`config.mk`:
```
export PLATFORM = sky130hd
export DESIGN_NAME = intt_butterfly_flat
export DESIGN_NICKNAME = d
export VERILOG_FILES = /design/src/rtl/intt_butterfly_if.sv /design/src/rtl/intt_butterfly.sv /design/src/flat_wrapper.sv
export SDC_FILE = /design/constraint.sdc
export NUM_CORES = 2
export LEC_CHECK = 0
export CAP_MARGIN = 40
export CORE_MARGIN = 8
export CORE_UTILIZATION = 35
export CTS_CLUSTER_DIAMETER = 50
export DETAILED_ROUTE_END_ITERATION = 10
export GPL_ROUTABILITY_DRIVEN = 0
export PLACE_DENSITY = 0.63
export REMOVE_ABC_BUFFERS = 1
export SLEW_MARGIN = 20
export SYNTH_ARGS = -nofsm -noshare
export SYNTH_HDL_FRONTEND = slang
export SYNTH_SLANG_ARGS = --single-unit
```
`constraint.sdc`:
```
create_clock -name clk -period 8.5 [get_ports clk]
set_input_delay 0.85 -clock clk [delete_from_list [all_inputs] [get_ports clk]]
set_output_delay 0.85 -clock clk [all_outputs]
set_load 0.01 [all_outputs]
```
`src/rtl/intt_butterfly_if.sv`:
```
// rtl/intt_butterfly_if.sv - operand/result handshake bundle for intt_butterfly
interface intt_butterfly_if #(
  parameter int WIDTH = 64
);
  logic             in_valid;
  logic             in_ready;
  logic [WIDTH-1:0] a;
  logic [WIDTH-1:0] b;
  logic [WIDTH-1:0] w;
  logic [WIDTH-1:0] q;
  logic             out_valid;
  logic             out_ready;
  logic [WIDTH-1:0] x;
  logic [WIDTH-1:0] y;

  modport master (
    output in_valid, a, b, w, q, out_ready,
    input  in_ready, out_valid, x, y
  );

  modport slave (
    input  in_valid, a, b, w, q, out_ready,
    output in_ready, out_valid, x, y
  );
endinterface

```
`src/rtl/intt_butterfly.sv`:
```
// rtl/intt_butterfly.sv - Gentleman-Sande inverse-NTT butterfly, bit-serial modular multiply
// Optional INTT_SCALE_EN halves both results mod q (q must be odd).
module intt_butterfly #(
  parameter int WIDTH = 64
) (
  input  logic               clk,
  input  logic               rst,
  intt_butterfly_if.slave    bus
);
  localparam int CW = (WIDTH > 1) ? $clog2(WIDTH) : 1;

  typedef enum logic [1:0] {IDLE, MUL, DONE} state_t;

  state_t           state_q, state_d;
  logic [WIDTH-1:0] xr_q, xr_d;
  logic [WIDTH-1:0] d_q, d_d;
  logic [WIDTH-1:0] qm_q, qm_d;
  logic [WIDTH-1:0] w_q, w_d;
  logic [WIDTH-1:0] acc_q, acc_d;
  logic [CW-1:0]    cnt_q, cnt_d;
  logic [WIDTH-1:0] x_q, x_d;
  logic [WIDTH-1:0] y_q, y_d;
  logic [WIDTH-1:0] acc_step;

  // Sums carry one extra bit so no carry is lost even for q close to 2^WIDTH.
  function automatic logic [WIDTH-1:0] mod_add(input logic [WIDTH-1:0] u,
                                                input logic [WIDTH-1:0] v,
                                                input logic [WIDTH-1:0] m);
    logic [WIDTH:0] s;
    s = {1'b0, u} + {1'b0, v};
    if (s >= {1'b0, m}) s = s - {1'b0, m};
    return WIDTH'(s);
  endfunction

  function automatic logic [WIDTH-1:0] mod_sub(input logic [WIDTH-1:0] u,
                                                input logic [WIDTH-1:0] v,
                                                input logic [WIDTH-1:0] m);
    logic [WIDTH:0] s;
    if (u >= v) s = {1'b0, u} - {1'b0, v};
    else        s = {1'b0, u} + {1'b0, m} - {1'b0, v};
    return WIDTH'(s);
  endfunction

`ifdef INTT_SCALE_EN
  // Multiply by 2^-1 mod odd m: odd values become even once m is added.
  function automatic logic [WIDTH-1:0] mod_half(input logic [WIDTH-1:0] v,
                                                 input logic [WIDTH-1:0] m);
    logic [WIDTH:0] s;
    if (v[0]) s = {1'b0, v} + {1'b0, m};
    else      s = {1'b0, v};
    return WIDTH'(s >> 1);
  endfunction
`endif

  // One MSB-first double-and-add step; w_q is shifted so its MSB is the current bit.
  always_comb begin
    logic [WIDTH-1:0] t;
    t        = mod_add(acc_q, acc_q, qm_q);
    acc_step = w_q[WIDTH-1] ? mod_add(t, d_q, qm_q) : t;
  end

  always_comb begin
    state_d = state_q;
    xr_d    = xr_q;
    d_d     = d_q;
    qm_d    = qm_q;
    w_d     = w_q;
    acc_d   = acc_q;
    cnt_d   = cnt_q;
    x_d     = x_q;
    y_d     = y_q;
    unique case (state_q)
      IDLE: begin
        if (bus.in_valid) begin
          xr_d    = mod_add(bus.a, bus.b, bus.q);
          d_d     = mod_sub(bus.a, bus.b, bus.q);
          qm_d    = bus.q;
          w_d     = bus.w;
          acc_d   = '0;
          cnt_d   = '0;
          state_d = MUL;
        end
      end
      MUL: begin
        acc_d = acc_step;
        w_d   = w_q << 1;
        cnt_d = cnt_q + CW'(1);
        if (cnt_q == CW'(WIDTH - 1)) begin
`ifdef INTT_SCALE_EN
          x_d = mod_half(xr_q, qm_q);
          y_d = mod_half(acc_step, qm_q);
`else
          x_d = xr_q;
          y_d = acc_step;
`endif
          state_d = DONE;
        end
      end
      DONE: begin
        if (bus.out_ready) state_d = IDLE;
      end
      default: state_d = IDLE;
    endcase
  end

  always_ff @(posedge clk) begin
    if (rst) begin
      state_q <= IDLE;
      xr_q    <= '0;
      d_q     <= '0;
      qm_q    <= '0;
      w_q     <= '0;
      acc_q   <= '0;
      cnt_q   <= '0;
      x_q     <= '0;
      y_q     <= '0;
    end else begin
      state_q <= state_d;
      xr_q    <= xr_d;
      d_q     <= d_d;
      qm_q    <= qm_d;
      w_q     <= w_d;
      acc_q   <= acc_d;
      cnt_q   <= cnt_d;
      x_q     <= x_d;
      y_q     <= y_d;
    end
  end

  assign bus.in_ready  = (state_q == IDLE);
  assign bus.out_valid = (state_q == DONE);
  assign bus.x         = x_q;
  assign bus.y         = y_q;
endmodule

```
`src/flat_wrapper.sv`:
```
// flat-port wrapper written by rule: the top's interface ports become plain ports
module intt_butterfly_flat 
#(
  parameter int WIDTH = 64
)
  (clk, rst, bus_in_valid, bus_a, bus_b, bus_w, bus_q, bus_out_ready, bus_in_ready, bus_out_valid, bus_x, bus_y);
  intt_butterfly_if #(.WIDTH(WIDTH)) bus_i ();
  input  logic clk;
  input  logic rst;
  input wire logic [$bits(bus_i.in_valid)-1:0] bus_in_valid;
  input wire logic [$bits(bus_i.a)-1:0] bus_a;
  input wire logic [$bits(bus_i.b)-1:0] bus_b;
  input wire logic [$bits(bus_i.w)-1:0] bus_w;
  input wire logic [$bits(bus_i.q)-1:0] bus_q;
  input wire logic [$bits(bus_i.out_ready)-1:0] bus_out_ready;
  output wire logic [$bits(bus_i.in_ready)-1:0] bus_in_ready;
  output wire logic [$bits(bus_i.out_valid)-1:0] bus_out_valid;
  output wire logic [$bits(bus_i.x)-1:0] bus_x;
  output wire logic [$bits(bus_i.y)-1:0] bus_y;
  assign bus_i.in_valid = bus_in_valid;
  assign bus_i.a = bus_a;
  assign bus_i.b = bus_b;
  assign bus_i.w = bus_w;
  assign bus_i.q = bus_q;
  assign bus_i.out_ready = bus_out_ready;
  assign bus_in_ready = bus_i.in_ready;
  assign bus_out_valid = bus_i.out_valid;
  assign bus_x = bus_i.x;
  assign bus_y = bus_i.y;
  intt_butterfly #(.WIDTH(WIDTH)) u_core (.clk(clk), .rst(rst), .bus(bus_i));
endmodule
```
### Word-level counts from Yosys, hierarchy flattened

Index checks and enable logic that the tools add are counted.

| storage, ports and cells | value |
|---|---|
| output and inout bits | 130 |
| flip-flop bits (word level) | 456 |

| cells by class | value |
|---|---|
| multiplexer cells | 15 |
| equality and inequality tests | 6 |
| order comparisons | 4 |
| add/subtract/negate cells | 10 |
| reduce and logical (&&, ||, !) cells | 6 |

Operator list:

| kind | count |
|---|---|
| 64-bit two-way mux | 7 |
| 64-bit subtractor | 5 |
| 64-bit case mux with 2 select lines | 2 |
| 64-bit by 64-bit adder with 65-bit output | 3 |
| 65-bit by 64-bit greater-or-equal comparator with 1-bit output | 3 |
| 64-bit adder | 1 |
| 64-bit greater-or-equal comparator | 1 |
| 6-bit case mux with 2 select lines | 1 |
| 6-bit by 1-bit adder with 6-bit output, second input constant | 1 |
| 6-bit equality test, second input constant | 1 |
| 2-bit two-way mux | 3 |
| 6-bit two-way mux | 1 |
| 2-bit case mux with 3 select lines | 1 |
| 2-bit AND reduction | 3 |
| 2-bit != test, second input constant | 2 |
| 3-bit AND reduction | 1 |
| 2-bit by 1-bit equality test with 1-bit output, second input constant | 1 |
| 2-bit equality test, second input constant | 1 |
| 2-bit zero test | 1 |
| 2-bit by 1-bit != test with 1-bit output, second input constant | 1 |
| 2-bit nonzero test | 1 |

### Logic depth before layout (Yosys ltp)

| logic depth | value |
|---|---|
| depth in word-level cells | 8 |
| mapped depth | 40 |
| mapped depth without buffers | 36 |

### Worst setup path before layout

Ideal clock, no wire load.

| timing | value |
|---|---|
| path kind | register to register |
| start | register u_core.qm_q[1] |
| end | register u_core.y_q[53], in the netlist u_core.bus.y[53] |
| path buffers | 2 |
| setup time | 0.134 ns |
| arrival | 7.764 ns |
| clock period less this slack | 7.898 ns |
| path slack | 0.602 ns |
| required time | 8.366 ns |
| stages on the path, launching flop included | 36 |
| path through | dfxtp_1 -> inv_1 -> ha_1 -> nor2b_1 -> o2111ai_1 -> a311o_1 -> a21oi_1 -> o211ai_1 -> a211oi_2 -> o21ai_2 -> nand2_2 -> buf_2 -> mux2_2 -> ha_1 -> a21oi_1 -> o22a_1 -> a211oi_1 -> or4_1 -> o211ai_1 -> nand3_1 -> or3b_1 -> a221oi_1 -> xor2_1 -> inv_1 -> ha_1 -> nand3_1 -> or3_1 -> o311ai_1 -> nor3_1 -> o2111a_1 -> or2_2 -> nand2_4 -> buf_4 -> mux2_2 -> mux2i_1 -> o22ai_1 |

| between the ends | value |
|---|---|
| longest elaborated chain between the ends | 6 |
| elaborated cells on any way between the ends | 8 |
| classes of those cells | add/sub (3); order compare (2); mux (3) |

RTL lines:

| what | RTL line | source |
|---|---|---|
| from (decl) | intt_butterfly.sv:17 | `logic [WIDTH-1:0] qm_q, qm_d;` |
| from (signal assigned) | intt_butterfly.sv:121 | `qm_q <= qm_d;` |
| 64-bit subtractor or 65-bit by 64-bit greater-or-equal comparator with 1-bit output (tied branches) | intt_butterfly.sv:31 | `if (s >= {1'b0, m}) s = s - {1'b0, m};` |
| 64-bit two-way mux | intt_butterfly.sv:31 |  |
| 64-bit by 64-bit adder with 65-bit output | intt_butterfly.sv:30 | `s = {1'b0, u} + {1'b0, v};` |
| 64-bit subtractor or 65-bit by 64-bit greater-or-equal comparator with 1-bit output (tied branches) | intt_butterfly.sv:31 |  |
| 64-bit two-way mux | intt_butterfly.sv:31 |  |
| 64-bit two-way mux * | intt_butterfly.sv:59 | `acc_step = w_q[WIDTH-1] ? mod_add(t, d_q, qm_q) : t;` |
| to (signal assigned) | intt_butterfly.sv:126 | `y_q <= y_d;` |
| to (decl) | intt_butterfly.sv:22 | `logic [WIDTH-1:0] y_q, y_d;` |

Mark *: on every way between the ends. The rest lies on a longest branch, timed or not.
A chain may end at the register's enable or synchronous reset.

### Final worst setup path

| timing | value |
|---|---|
| start | register u_core.qm_q[9] |
| end | register u_core.acc_q[2] |

| between the ends | value |
|---|---|
| longest elaborated chain between the ends | 7 |
| elaborated cells on any way between the ends | 9 |
| classes of those cells | add/sub (3); order compare (2); mux (4) |

RTL lines:

| what | RTL line | source |
|---|---|---|
| 65-bit by 64-bit greater-or-equal comparator with 1-bit output or 64-bit subtractor (tied branches) | intt_butterfly.sv:31 |  |
| 64-bit two-way mux | intt_butterfly.sv:31 |  |
| 64-bit by 64-bit adder with 65-bit output | intt_butterfly.sv:30 |  |
| 64-bit subtractor or 65-bit by 64-bit greater-or-equal comparator with 1-bit output (tied branches) | intt_butterfly.sv:31 |  |
| 64-bit two-way mux | intt_butterfly.sv:31 |  |
| 64-bit two-way mux * | intt_butterfly.sv:59 |  |
| 64-bit case mux with 2 select lines * | intt_butterfly.sv:72 | `unique case (state_q)` |
| to (signal assigned) | intt_butterfly.sv:113 | `acc_q <= '0;` |
| to (signal assigned) | intt_butterfly.sv:123 | `acc_q <= acc_d;` |
| to (decl) | intt_butterfly.sv:19 | `logic [WIDTH-1:0] acc_q, acc_d;` |

Marks and branches as above.

==> flow_metrics.env <==
export IMPL_status="completed"
export IMPL_stdcell_count=9645
export IMPL_worst_skew_pair_late_latency_ns=0.69
export IMPL_worstPathArrival_ns=8.93
export IMPL_final_common_cell="buf_4"
export IMPL_crit_path_max_incr_delay_ns=0.55
export IMPL_coreArea_um2=139000
export IMPL_worst_path_max_delay_cell="or4_4"
export IMPL_drtIter0Drc=6374
export IMPL_wl_met2_um=91400
export IMPL_wl_met3_um=22200
export IMPL_synth_edf_count=0
export IMPL_die_w_um=389
export IMPL_cp_end_kind="register"
export IMPL_antenna_found_initial=23
export IMPL_final_cell_mix="884 x buf_4, 831 x nand2_1, 814 x a21oi_1"
export IMPL_cts_sinks=456
export IMPL_tritoncts="yes"
export IMPL_syn_area_per_cell_um2=7.20
export IMPL_rows=137
export IMPL_synth_flop_cell="dfxtp_1"
export IMPL_dr_pass1_iters=8
export IMPL_cp_max_fo=9
export IMPL_detail_route_antenna_nets=0
export IMPL_dp_cells=9477
export IMPL_setup_slack_ns=0.0988
export IMPL_fin_util=0.459
export IMPL_drc=0
export IMPL_drv_cap=0
export IMPL_period_minus_slack_ns=8.40
export IMPL_area_growth_synth_to_final_pct=30.9
export IMPL_numPortBuffers=389
export IMPL_wl_per_cell_um=22.1
export IMPL_dp_hpwl_um=173000
export IMPL_syn_instance_count=6762
export IMPL_num_io_pins=390
export IMPL_drt_met1_wl_um=86500
export IMPL_design_die_area_um2=151000
export IMPL_register_area_um2=9140
export IMPL_grt_overflow=0
export IMPL_fp_dieH_um=389
export IMPL_setup_viol=0
export IMPL_dr_max_layer_used="met5"
export IMPL_holdCritPathClass="reg -> reg"
export IMPL_synthesis_area_um2=48700
export IMPL_ys_seq_area_frac=0.188
export IMPL_vias=55593
export IMPL_start_kind="register"
export IMPL_wirelength_um=213000
export IMPL_grt_pass1_vias=52160
export IMPL_routed_via_density=5.76
export IMPL_period_share=0.988
export IMPL_grt_usage=0.264
export IMPL_path_common_cell="buf_4"
export IMPL_drive_above_1_share=0.170
export IMPL_synth_yosys_warnings=0
export IMPL_grt_pass1_wl_um=314000
export IMPL_numCtsBuffers=71
export IMPL_cts_max_path_buffers=3
export IMPL_root_buffer="clkbuf_16"
export IMPL_setup_tns_ns=0
export IMPL_tightest_slew_ns=0.958
export IMPL_slew_viol_final=0
export IMPL_required_ns=9.03
export IMPL_fillers=13745
export IMPL_synth_distinct_cells=112
export IMPL_nets=8545
export IMPL_initial_core_util=0.351
export IMPL_fmax_mhz=119
export IMPL_htreeDepth=3
export IMPL_crit_type="reg -> reg"
export IMPL_path_clk_slew_ns=0.06
export IMPL_dp_slack_ns=-0.357
export IMPL_fin_skew_ns=0.0415
export IMPL_synth_seq_cells=456
export IMPL_multi_input_area_um2=36800
export IMPL_hold_violations=0
export IMPL_grt_max_degree=159
export IMPL_slew_headroom=0.355
export IMPL_synthArstFlopShare=0
-- Yosys cell counts, types with 15 or more instances --
cell       instances  area [um2]
nand2_1          834        3130
a21oi_1          829        4150
inv_1            547        2050
dfxtp_1          456        9130
ha_1             448        5610
nor2_1           428        1610
o21ai_0          412        2060
clkbuf_1         290        1090
xnor2_1          287        2510
a21o_1           211        1580
nand3_1          162         811
nor3_1           125         626
a211oi_1         106         796
o21bai_1         106         796
nand4_1          104         651
xor2_1           103         902
mux2i_1           94         941
a22oi_1           73         548
a31oi_1           69         432
fa_1              69        1380
mux2_2            58         653
nand2b_1          56         350
and3_1            55         344
o31ai_1           54         405
o22ai_1           53         332
o211ai_1          51         383
o21a_1            49         368
nor2b_1           46         288
buf_2             42         210
and2_1            32         200
a221oi_1          30         263
or3_1             29         181
nor4_1            26         163
or2_2             25         156
a21boi_0          21         158
o21ai_1           21         105
o31a_1            20         175
or4_1             18         135
buf_1             17        63.8
a211o_1           15         131
o2111ai_1         15         131
-- per-stage QoR --
| stage | hold WS (ns) | area [um2] |
|---|---|---|
| final | 0.440 | 63700 |
| after global routing | 0.466 | 63700 |
| after CTS | 0.444 | 62800 |
| after detailed placement | 0.442 | 60200 |
| after global placement | 0.441 | 60100 |
| after floorplan | 0.421 | 47200 |
-- worst max-delay path: cells and delay by family, from the launching register on --
| family | cells | cell delay [ns] |
|---|---|---|
| multiplexers | 2 | 0.55 |
| AO/OA/AOI/OAI | 14 | 2.84 |
| buffers and inverters | 5 | 0.67 |
| XOR/XNOR | 1 | 0.30 |
| flip-flops | 1 | 0.33 |
| AND/OR/NAND/NOR | 11 | 2.66 |
| adder cells (fa/ha/maj) | 3 | 0.87 |
-- cell type report --
type                       count  share of cell area
multi-input combinational   5386               0.578
timing repair buffer        1300               0.173
sequential                   456               0.143
tap                         1807              0.0355
inverter                     553              0.0326
clock buffer                  87              0.0306
clock inverter                43             0.00703
antenna                       13            0.000510
-- logic make-up (layout without fill, tap and decap cells) --
logic type               after synthesis  in the layout  synth area share
buffers and inverters                921           1983            0.0739
multiplexers                         154            154            0.0332
flip-flops                           456            456             0.188
adder cells (fa/ha/maj)              517            517             0.144
AND/OR/NAND/NOR                     1992           1993             0.187
XOR/XNOR                             390            390            0.0702
other                                  0             13                 0
AO/OA/AOI/OAI                       2332           2332             0.305
-- path summary, 6_finish.rpt --
kind	startpoint	end	slack (ns)	cells past startpoint
max	u_core.qm_q[9]	u_core.acc_q[2]	0.1	36
min	u_core.xr_q[63]	u_core.bus.x[63]	0.44	2
max reg2reg	u_core.qm_q[9]	u_core.acc_q[2]	0.1	36
min reg2reg	u_core.xr_q[63]	u_core.bus.x[63]	0.44	2
-- sequential cells by signal, indices dropped and copies added, names as in the netlist --
signal / count
u_core.bus.x: 64
u_core.acc_q: 64
u_core.xr_q: 64
u_core.qm_q: 64
u_core.bus.y: 64
u_core.d_q: 64
u_core.w_q: 64
u_core.cnt_q: 6
u_core.state_q: 2
-- layer usage --
metal | vias up | GRT usage
met5 | - | 0
met4 | 16 | 0.141
met3 | 529 | 0.0606
met2 | 2924 | 0.406
met1 | 25889 | 0.342
li1 | 26235 | -
-- timing repair --
action	4_1_cts	5_1_grt
setup buffers	2	18
resized for setup	28	152
hold buffers	0	0
pin swaps	9	52
endpoints found under the setup margin	124	128
cloned	1	3
Power is not shown: default switching activity piles up to over one toggle a cycle in this logic, so the estimate is an artifact.
